File: config.mk
export PLATFORM = sky130hd
export DESIGN_NAME = instr_fetch_ctrl
export DESIGN_NICKNAME = d
export VERILOG_FILES = /design/src/rtl/instr_fetch_ctrl.sv
export SDC_FILE = /design/constraint.sdc
export NUM_CORES = 1
export LEC_CHECK = 0
export ABC_AREA = 1
export ABC_CLOCK_PERIOD_IN_PS = 7630
export CAP_MARGIN = 20
export CORE_ASPECT_RATIO = 0.7
export CORE_MARGIN = 2
export CORE_UTILIZATION = 52
export DETAILED_ROUTE_END_ITERATION = 8
export GPL_ROUTABILITY_DRIVEN = 0
export PLACE_DENSITY = 0.8
export SYNTH_ARGS = -nofsm -noshare
export SYNTH_HDL_FRONTEND = slang
export SYNTH_SLANG_ARGS = --single-unit
export TNS_END_PERCENT = 10
File: constraint.sdc
create_clock -name clk -period 7.63 [get_ports clk]
set_input_delay 1.526 -clock clk [delete_from_list [all_inputs] [get_ports clk]]
set_output_delay 1.526 -clock clk [all_outputs]
set_load 0.02 [all_outputs]
File: src/rtl/instr_fetch_ctrl.sv
// Instruction fetch sequencer: owns the PC, reads the ROM combinationally and feeds a 2-entry prefetch queue.
// Optional build macro IFETCH_NOP_SQUASH_EN drops all-zero (nop) words instead of enqueueing them.
module instr_fetch_ctrl #(
    parameter int N        = 32,
    parameter int DEPTH    = 32,
    parameter int RESET_PC = 0
) (
    input  logic         clk,
    input  logic         rst,
    output logic [N-1:0] rom_addr,
    input  logic [N-1:0] rom_instr,
    input  logic         redirect_valid,
    input  logic [N-1:0] redirect_pc,
    output logic         out_valid,
    input  logic         out_ready,
    output logic [N-1:0] out_instr,
    output logic [N-1:0] out_pc,
    output logic         halted
);

    typedef enum logic [1:0] {
        BOOT = 2'd0,
        RUN  = 2'd1,
        HALT = 2'd2
    } state_t;

    localparam logic [N-1:0] DEPTH_W    = N'(DEPTH);
    localparam logic [N-1:0] RESET_PC_W = N'(RESET_PC);

    state_t       state_q, state_d;
    logic [N-1:0] pc_q, pc_d;
    logic [1:0]   count_q, count_d;
    logic [N-1:0] head_instr_q, head_instr_d;
    logic [N-1:0] head_pc_q, head_pc_d;
    logic [N-1:0] tail_instr_q, tail_instr_d;
    logic [N-1:0] tail_pc_q, tail_pc_d;

    logic         pop;
    logic         fetch;
    logic         keep_word;
    logic         enq;
    logic [N-1:0] pc_plus1;
    logic [1:0]   cnt;

    assign rom_addr  = pc_q;
    assign out_valid = (count_q != 2'd0);
    assign out_instr = head_instr_q;
    assign out_pc    = head_pc_q;
    assign halted    = (state_q == HALT);

    assign pop      = out_valid && out_ready;
    assign fetch    = (state_q == RUN) && ((count_q != 2'd2) || pop);
    assign pc_plus1 = pc_q + N'(1);

`ifdef IFETCH_NOP_SQUASH_EN
    assign keep_word = (rom_instr != '0);
`else
    assign keep_word = 1'b1;
`endif

    assign enq = fetch && keep_word;

    // Redirect overrides everything; otherwise pop shifts the tail forward before the new word lands.
    always_comb begin
        state_d      = state_q;
        pc_d         = pc_q;
        count_d      = count_q;
        head_instr_d = head_instr_q;
        head_pc_d    = head_pc_q;
        tail_instr_d = tail_instr_q;
        tail_pc_d    = tail_pc_q;
        cnt          = count_q;

        if (redirect_valid) begin
            count_d = 2'd0;
            pc_d    = redirect_pc;
            state_d = (redirect_pc < DEPTH_W) ? RUN : HALT;
        end else begin
            if (pop) begin
                head_instr_d = tail_instr_q;
                head_pc_d    = tail_pc_q;
                cnt          = cnt - 2'd1;
            end
            if (enq) begin
                if (cnt == 2'd0) begin
                    head_instr_d = rom_instr;
                    head_pc_d    = pc_q;
                end else begin
                    tail_instr_d = rom_instr;
                    tail_pc_d    = pc_q;
                end
                cnt = cnt + 2'd1;
            end
            count_d = cnt;
            if (fetch) begin
                pc_d = pc_plus1;
                if (pc_plus1 == DEPTH_W) begin
                    state_d = HALT;
                end
            end
            if (state_q == BOOT) begin
                state_d = RUN;
            end
        end
    end

    always_ff @(posedge clk or posedge rst) begin
        if (rst) begin
            state_q      <= BOOT;
            pc_q         <= RESET_PC_W;
            count_q      <= 2'd0;
            head_instr_q <= '0;
            head_pc_q    <= '0;
            tail_instr_q <= '0;
            tail_pc_q    <= '0;
        end else begin
            state_q      <= state_d;
            pc_q         <= pc_d;
            count_q      <= count_d;
            head_instr_q <= head_instr_d;
            head_pc_q    <= head_pc_d;
            tail_instr_q <= tail_instr_d;
            tail_pc_q    <= tail_pc_d;
        end
    end

endmodule

# == Yosys cells after proc, flatten, opt, wreduce, memory -nomap -nowiden ==
# Cells that the tools add are included.
# totals
reg_bits,164
in_bits,68
# classes
mux,17
bitwise_logic,2
addsub,3
eq_ne,4
reduce_logical,11
n_lt_le_gt_ge,1
# op_table
operator,n
two-way mux 32 bit,8
"adder 32 x 1 -> 32 bit, second input constant",1
"equality test 32 x 6 -> 1 bit, second input constant",1
"less-than comparator 32 x 6 -> 1 bit, second input constant",1
two-way mux 2 bit,9
nonzero test 3 bit,2
logical NOT 2 bit,2
nonzero test 2 bit,2
AND reduction 3 bit,1
"adder 2 x 1 -> 2 bit, second input constant",1
"equality test 2 x 1 -> 1 bit, second input constant",1
"equality test 2 bit, second input constant",1
logical AND 1 bit,2
"inequality test 2 bit, second input constant",1
NOT 1 bit,2
AND reduction 2 bit,1
"subtractor 2 x 1 -> 2 bit, second input constant",1
logical OR 1 bit,1

# == Logic depth before layout (Yosys ltp) ==
# Gate-level depths: netlist of run 1.
# depth
ltp_word,7
depth_mapped,15
depth_no_buf,15

# == Least setup slack after synthesis of run 1 ==
# Ideal clock, no wire load.
# synth_path
kind,input to register
start,input port out_ready
end,register head_pc_q[0] (netlist: out_pc[0])
path_slack_ns,4.409
arrival_time_ns,3.139
setup_time_ns,0.082
stages,8
cell_sequence,nand2_2 buf_1 xor2_1 ha_1 clkbuf_1 clkbuf_1 nand3_1 a31oi_1
# synth_between
elab_chain_cells,6
elab_cells_between_ends,9
cone_classes,5 x mux; 4 x reduce/logical
# synth_rtl
item,line,rtl
from (decl),15,"input logic out_ready,"
logical AND 1 bit (*),51,assign pop = out_valid && out_ready;
two-way mux 2 bit,79,if (pop) begin
two-way mux 2 bit,74,if (redirect_valid) begin
logical NOT 2 bit,85,if (cnt == 2'd0) begin
two-way mux 32 bit,85,
two-way mux 32 bit (*),84,if (enq) begin
to (signal assigned),121,head_pc_q <= head_pc_d;
to (decl),34,"logic [N-1:0] head_pc_q, head_pc_d;"
# Mark *: on every way between the ends. The rest lies on a longest branch, timed or not. The select of a mux whose other input is x is not followed.
# A chain may end at the register's enable or synchronous reset.

# == Final worst setup path of run 1 ==
# layout_path
start,input port out_ready
end,register head_instr_q[10] (netlist: out_instr[10])
# layout_between
elab_chain_cells,6
elab_cells_between_ends,9
cone_classes,5 x mux; 4 x reduce/logical
# layout_rtl
item,line,rtl
logical AND 1 bit (*),51,
two-way mux 2 bit,79,
two-way mux 2 bit,74,
logical NOT 2 bit,85,
two-way mux 32 bit,85,
two-way mux 32 bit (*),84,
to (signal assigned),120,head_instr_q <= head_instr_d;
to (decl),33,"logic [N-1:0] head_instr_q, head_instr_d;"
# Marked as above.

==> results of run 1 <==
flip-flops by register name, indices dropped and copies added, names as in the netlist:
name          count
tail_instr_q     32
rom_addr         32
out_instr        32
out_pc           32
tail_pc_q        32
state_q           2
count_q           2
worst max-delay path by stage:
stage          cells after the start  slack (ps)       endpoint       from
2_1_floorplan                      1        1670     count_q[0]        rst
3_3_place_gp                       8        2820   tail_pc_q[1]  out_ready
3_5_place_dp                       9        2650  out_instr[11]  out_ready
4_1_cts                            9        3030  out_instr[10]  out_ready
5_1_grt                            9        2760  out_instr[20]  out_ready
6_report                           9        2980  out_instr[10]  out_ready
logic make-up after synthesis:
family / count (synthesis) / share of synthesized area [%]
AOI/OAI and AO/OA: 267 / 18.0
xor gates and xnor gates: 3 / 0.311
adders and majority gates: 5 / 0.741
buffers and inverters: 126 / 6.20
DFF: 164 / 48.6
muxes: 33 / 5.87
and+or+nand+nor: 394 / 20.2
stage by stage:
stage	worst slack [ps]	hold WS [ps]	utilization, %	power [mW]
after floorplan	1670	448	-	2.69
after global placement	2820	462	64.5	3.41
after detailed placement	2650	468	64.5	3.46
after CTS	3030	484	68.1	4.30
after global routing	2760	503	68.3	4.57
final	2980	483	68.3	4.32
worst max-delay path, stage by stage:
cell	delay (ps)
clkdlybuf4s50_1	490
nand2_2	410
a21oi_4	290
buf_4	620
nand2_1	220
nand2_2	610
buf_4	450
a21oi_1	140
a31oi_1	210
area by class of cell:
class                      instances  area, sq um  area share [%]
timing repair buffer             176         1750            16.4
clock buffer                      17          425            3.97
sequential                       164         4100            38.3
multi-input combinational        702         3820            35.6
tap                              200          250            2.33
clock inverter                    15          145            1.35
inverter                          57          220            2.05
layout by cell type (no fill, tap or decap), types with 6 or more instances in the layout:
cell | synthesis | final
clkdlybuf4s50_1 | 0 | 165
buf_4 | 0 | 10
nor2_1 | 52 | 52
o21ai_1 | 21 | 21
nor2_4 | 6 | 6
nand2_1 | 218 | 217
nand3_1 | 94 | 94
a21oi_1 | 67 | 67
o21ai_0 | 82 | 82
clkbuf_16 | 0 | 17
o221ai_1 | 10 | 10
dfrtp_1 | 164 | 164
o211ai_1 | 20 | 20
a31oi_1 | 65 | 65
inv_1 | 53 | 52
mux2_4 | 33 | 33
per-layer routing:
metal  vias up  GRT usage (%)  wire, microns
met5         -              0              0
met4         0           8.01            372
met3        39           6.71           2800
met2       442           43.0          11000
met1      3843           43.8          10800
li1       3678              -              -
power breakdown:
| part | total (mW) | internal (mW) | switching [mW] |
|---|---|---|---|
| combinational | 1.96 | 0.832 | 1.13 |
| sequential | 1.53 | 1.25 | 0.279 |
| clock | 0.834 | 0.432 | 0.401 |
| total | 4.32 | 2.52 | 1.81 |
==> run_results.csv, run 1 <==
group,metric,value,unit
worst_hold_path,whs_path_depth,2,
grt,grt_max_degree,110,
worst_hold_path,min_to,"tail_pc_q[15]",
synth,syn_nets,1065,
cells_and_area,final_cell_area,0.0107,sq mm
timing,relSlewSlack,34.7,%
clock_network,clock_path_buffers,2,
synth,netlist_top_cells_area,"dfrtp_1 (49%), nand2_1 (9.7%), mux2_4 (5.9%)",
synth,synth_top_area_share,48.6,%
power,powerDensity,403,mW/mm^2
worst_setup_path,cp.arrival,4990,ps
cells_and_area,diodes,0,
floorplanning,initial_utilization,53.8,%
synth,synth-edff-count,0,
synth,postSynth.asyncResetShare,100,%
place,dpl_cell_area,0.0101,sq mm
floorplanning,dieWidth,156,microns
synth,yosys_warnings,0,
timing,hold_violations,0,
synth,ys_seq_elements,164,
place,dpl.hpwl,16.5,mm
synth,postSynthCellCount,992,
worst_setup_path,cp_max_fo,67,
clock_network,clock_latency,430,ps
clock_network,cts-root-buf,"clkbuf_16",
worst_setup_path,critPathKind,"input pin to flip-flop",
drt,wl_per_cell,18.8,microns
place,port_buffers,165,
synth,synth-main-ff-cell,"dfrtp_1",
cells_and_area,area_growth,27.0,%
timing,rsz0062_at_grt,"false",
drt,drc_errors,0,
synth,synth_area,0.00844,sq mm
clock_network,clock_sinks,164,
grt,grt_pass1_wl,40.7,mm
clock_network,cts_hold_buf,0,
worst_setup_path,critPathLaunchType,"input pin",
timing,setup_viol,0,
cells_and_area,final_cells,1331,
worst_setup_path,r2r-end,"out_instr[10]",
floorplanning,io-pin-count,166,
cells_and_area,drive_above_1_share,8.84,%
drt,drtIter0Drc,926,
worst_setup_path,reg2reg_slack,3870,ps
drt,vias,8002,
floorplanning,dieHeight,111,microns
clock_network,cts_inserted_buffers,17,
run,drv_cap,0,
synth,ys_top_cells_by_count,"nand2_1 (218), dfrtp_1 (164), nand3_1 (94), o21ai_0 (82), a21oi_1 (67)",
power,p_leak,4.61,nW
worst_setup_path,r2r_start,"count_q[0]",
clock_network,cts.repair.resized,0,
cells_and_area,n_fill_cell,1225,
synth,synth.most_common_cell,"nand2_1",
floorplanning,coreArea,0.0157,sq mm
clock_network,post-cts-setup-buffers,0,
synth,synth_cell_types,33,
drt,routed_wl,25.0,mm
timing,slew_viol_final,0,
grt,antenna_found_initial,0,
worst_setup_path,end_kind,"flip-flop",
timing,setup_tns,0,ps
power,ir_drop,0.000286,V
clock_network,htree_levels,4,
cells_and_area,nets,1191,
timing,min_period,4650,ps
grt,grt_pass1_vias,7759,
floorplanning,rows,38,
worst_hold_path,hp-class,"flip-flop to flip-flop",
drt,viasPerCell,6.01,
synth,synth_top_area_cell,"dfrtp_1",
worst_setup_path,ff2ff_path_depth,11,
place,dp_cells,1298,
grt,overflow,0,
synth,syn_avg_cell_area,8.51,sq um
worst_hold_path,min-delay-start,"tail_pc_q[15]",
grt,grtUsageTotal,29.4,%
floorplanning,dieArea,0.0173,sq mm
drt,dr.pass1.iters,9,
timing,tightest_slew,979,ps
timing,fin_skew,11.5,ps
clock_network,cts.clk_slew.worst_paths,70,ps
drt,antenna_left,0,
status,run_status,"finished, final reports clean",
timing,fmax,215,MHz
synth,ys_seq_area_share,48.6,%
timing,period_share,60.9,%
clock_network,cts_tree,"built",
worst_setup_path,cp.required,7970,ps
No activity file was read; power rests on OpenSTA's default activity.
==> run 2: changes to the inputs <==
--- a/config.mk
+++ b/config.mk
@@ -6,7 +6,7 @@
 export NUM_CORES = 1
 export LEC_CHECK = 0
 export ABC_AREA = 1
-export ABC_CLOCK_PERIOD_IN_PS = 7630
+export ABC_CLOCK_PERIOD_IN_PS = 4700
 export CAP_MARGIN = 20
 export CORE_ASPECT_RATIO = 0.7
 export CORE_MARGIN = 2
==> constraint.sdc (replaced) <==
create_clock -name clk -period 4.7 [get_ports clk]
set_input_delay 0.94 -clock clk [delete_from_list [all_inputs] [get_ports clk]]
set_output_delay 0.94 -clock clk [all_outputs]
set_load 0.02 [all_outputs]
==> run 2 against run 1 <==
  * First-iteration DRC count is 5.5% higher
  * Combinational power is 65% higher
  * Utilization grew 0.40 points
  * Non-clock buffer count is the same
  * Die area is the same
  * Critical endpoint is now out_pc[11]
  * Largest power group unchanged
==> run_results.csv, run 2 (synthesis results as in run 1) <==
group,metric,value,unit
drt,antenna_left,0,
drt,wl_per_cell,19.3,microns
timing,relSlewSlack,39.8,%
clock_network,clock_path_buffers,2,
floorplanning,initial_utilization,53.8,%
status,run_status,"finished, final reports clean",
power,power.share.clock,20.2,%
cells_and_area,diodes,0,
grt,antenna_found_initial,0,
timing,rsz0062_at_grt,"false",
floorplanning,io-pin-count,166,
grt,grt_max_degree,165,
clock_network,cts_inserted_buffers,17,
power,p_leak,4.65,nW
timing,period_share,72.3,%
worst_setup_path,critPathLaunchType,"input pin",
worst_setup_path,cp_max_fo,34,
place,dp_cells,1299,
worst_setup_path,cp.arrival,3730,ps
clock_network,htree_levels,4,
worst_setup_path,end_kind,"flip-flop",
clock_network,cts.repair.resized,0,
cells_and_area,regArea,0.00410,sq mm
cells_and_area,drive_above_1_share,8.84,%
drt,vias,8091,
drt,dr.pass1.iters,6,
floorplanning,rows,38,
cells_and_area,final_cells,1331,
grt,grtUsageTotal,30.1,%
cells_and_area,nets,1191,
power,comb_power_share,45.1,%
grt,grt_pass1_vias,7699,
drt,drc_errors,0,
place,dpl_cell_area,0.0102,sq mm
cells_and_area,n_fill_cell,1257,
timing,setup_tns,0,ps
worst_setup_path,max_stage_delay,550,ps
worst_setup_path,crit_chain,"clkdlybuf4s50_1 -> nand2_2 -> xor2_1 -> ha_2 -> nand2_1 -> nand2_2 -> buf_12 -> a21oi_1 -> a31oi_1",
floorplanning,dieArea,0.0173,sq mm
cells_and_area,area_growth,27.8,%
cells_and_area,final_cell_area,0.0108,sq mm
timing,tightest_slew,903,ps
worst_hold_path,min-delay-start,"tail_pc_q[14]",
clock_network,clock_sinks,164,
floorplanning,coreArea,0.0157,sq mm
place,dpl.hpwl,16.7,mm
worst_setup_path,crit_path_start,"out_ready",
drt,viasPerCell,6.08,
power,p_switching,2.94,mW
floorplanning,dieWidth,156,microns
timing,hold_violations,0,
clock_network,cts_hold_buf,0,
power,p_int,4.22,mW
worst_setup_path,cpMaxStageDelayCell,"nand2_2",
worst_setup_path,cp_common_cell,"nand2_2",
clock_network,cts-root-buf,"clkbuf_16",
timing,fin_skew,8.83,ps
grt,overflow,0,
worst_hold_path,hp-class,"flip-flop to flip-flop",
drt,drtIter0Drc,977,
timing,min_period,3400,ps
cells_and_area,final_cell_mix,"nand2_1 (217), clkdlybuf4s50_1 (165), dfrtp_1 (164)",
power,ir_drop,0.000517,V
cells_and_area,multi_input_area,0.00382,sq mm
power,total_power,7.15,mW
run,drv_cap,0,
timing,slew_viol_final,0,
timing,fmax,294,MHz
power,powerDensity,664,mW/mm^2
clock_network,clock_latency,430,ps
worst_setup_path,r2r_start,"count_q[0]",
power,sw_frac_of_total,41.0,%
worst_setup_path,critPathKind,"input pin to flip-flop",
clock_network,cts_tree,"built",
clock_network,cts.clk_slew.worst_paths,70,ps
power,seqPwrFrac,34.7,%
floorplanning,dieHeight,111,microns
cells_and_area,final_common_cell,"nand2_1",
timing,setup_viol,0,
grt,grt_pass1_wl,41.1,mm
drt,routed_wl,25.7,mm
worst_setup_path,cp.required,5030,ps
place,port_buffers,165,
timing,fin_hold_ws,490,ps
clock_network,post-cts-setup-buffers,0,
[run 2: metal layers]
layer / vias up / GRT usage [%] / wire length (microns)
met5: - / 0 / 0
met4: 0 / 8.62 / 461
met3: 45 / 7.97 / 2990
met2: 502 / 42.7 / 11000
met1: 3858 / 45.2 / 11300
li1: 3686 / - / -
[run 2: final timing paths]
kind | end | slack [ps] | cells past startpoint
worst max-delay path | out_pc[11] | 1300 | 9
worst min-delay path | tail_pc_q[14] | 490 | 2
worst max register to register | out_pc[11] | 1640 | 11
worst min register to register | tail_pc_q[14] | 490 | 2
max in group asynchronous | tail_pc_q[9] | 2910 | 3
min in group asynchronous | out_pc[0] | 1100 | 3
[run 2: power groups by stage]
stage / clock [mW] / combinational, mW / sequential, mW
floorplan: 0 / 1.60 / 2.77
global placement: 0 / 3.11 / 2.47
detailed placement: 0 / 3.18 / 2.48
CTS: 1.45 / 3.21 / 2.47
global route: 1.52 / 3.49 / 2.54
finish: 1.45 / 3.23 / 2.48
[run 2: final cells by class]
type	instances	area share [%]
clock inverter	14	1.53
multi-input combinational	702	35.4
clock buffer	18	4.07
timing repair buffer	176	16.6
tap	200	2.32
inverter	57	2.03
sequential	164	38.1
[run 2: stage by stage]
stage                     setup WS, ps  utilization [%]
after global placement            1140             64.9
after detailed placement           999             64.9
after floorplan                   1680                -
after global routing              1120             68.7
after CTS                         1360             68.7
final                             1300             68.7
[run 2: worst max-delay path, delay by kind of cell]
family	cells	cell delay, ps
xor gates and xnor gates	1	410
AOI/OAI and AO/OA	2	270
adders and majority gates	1	260
buffers and inverters	2	770
and+or+nand+nor	3	1050
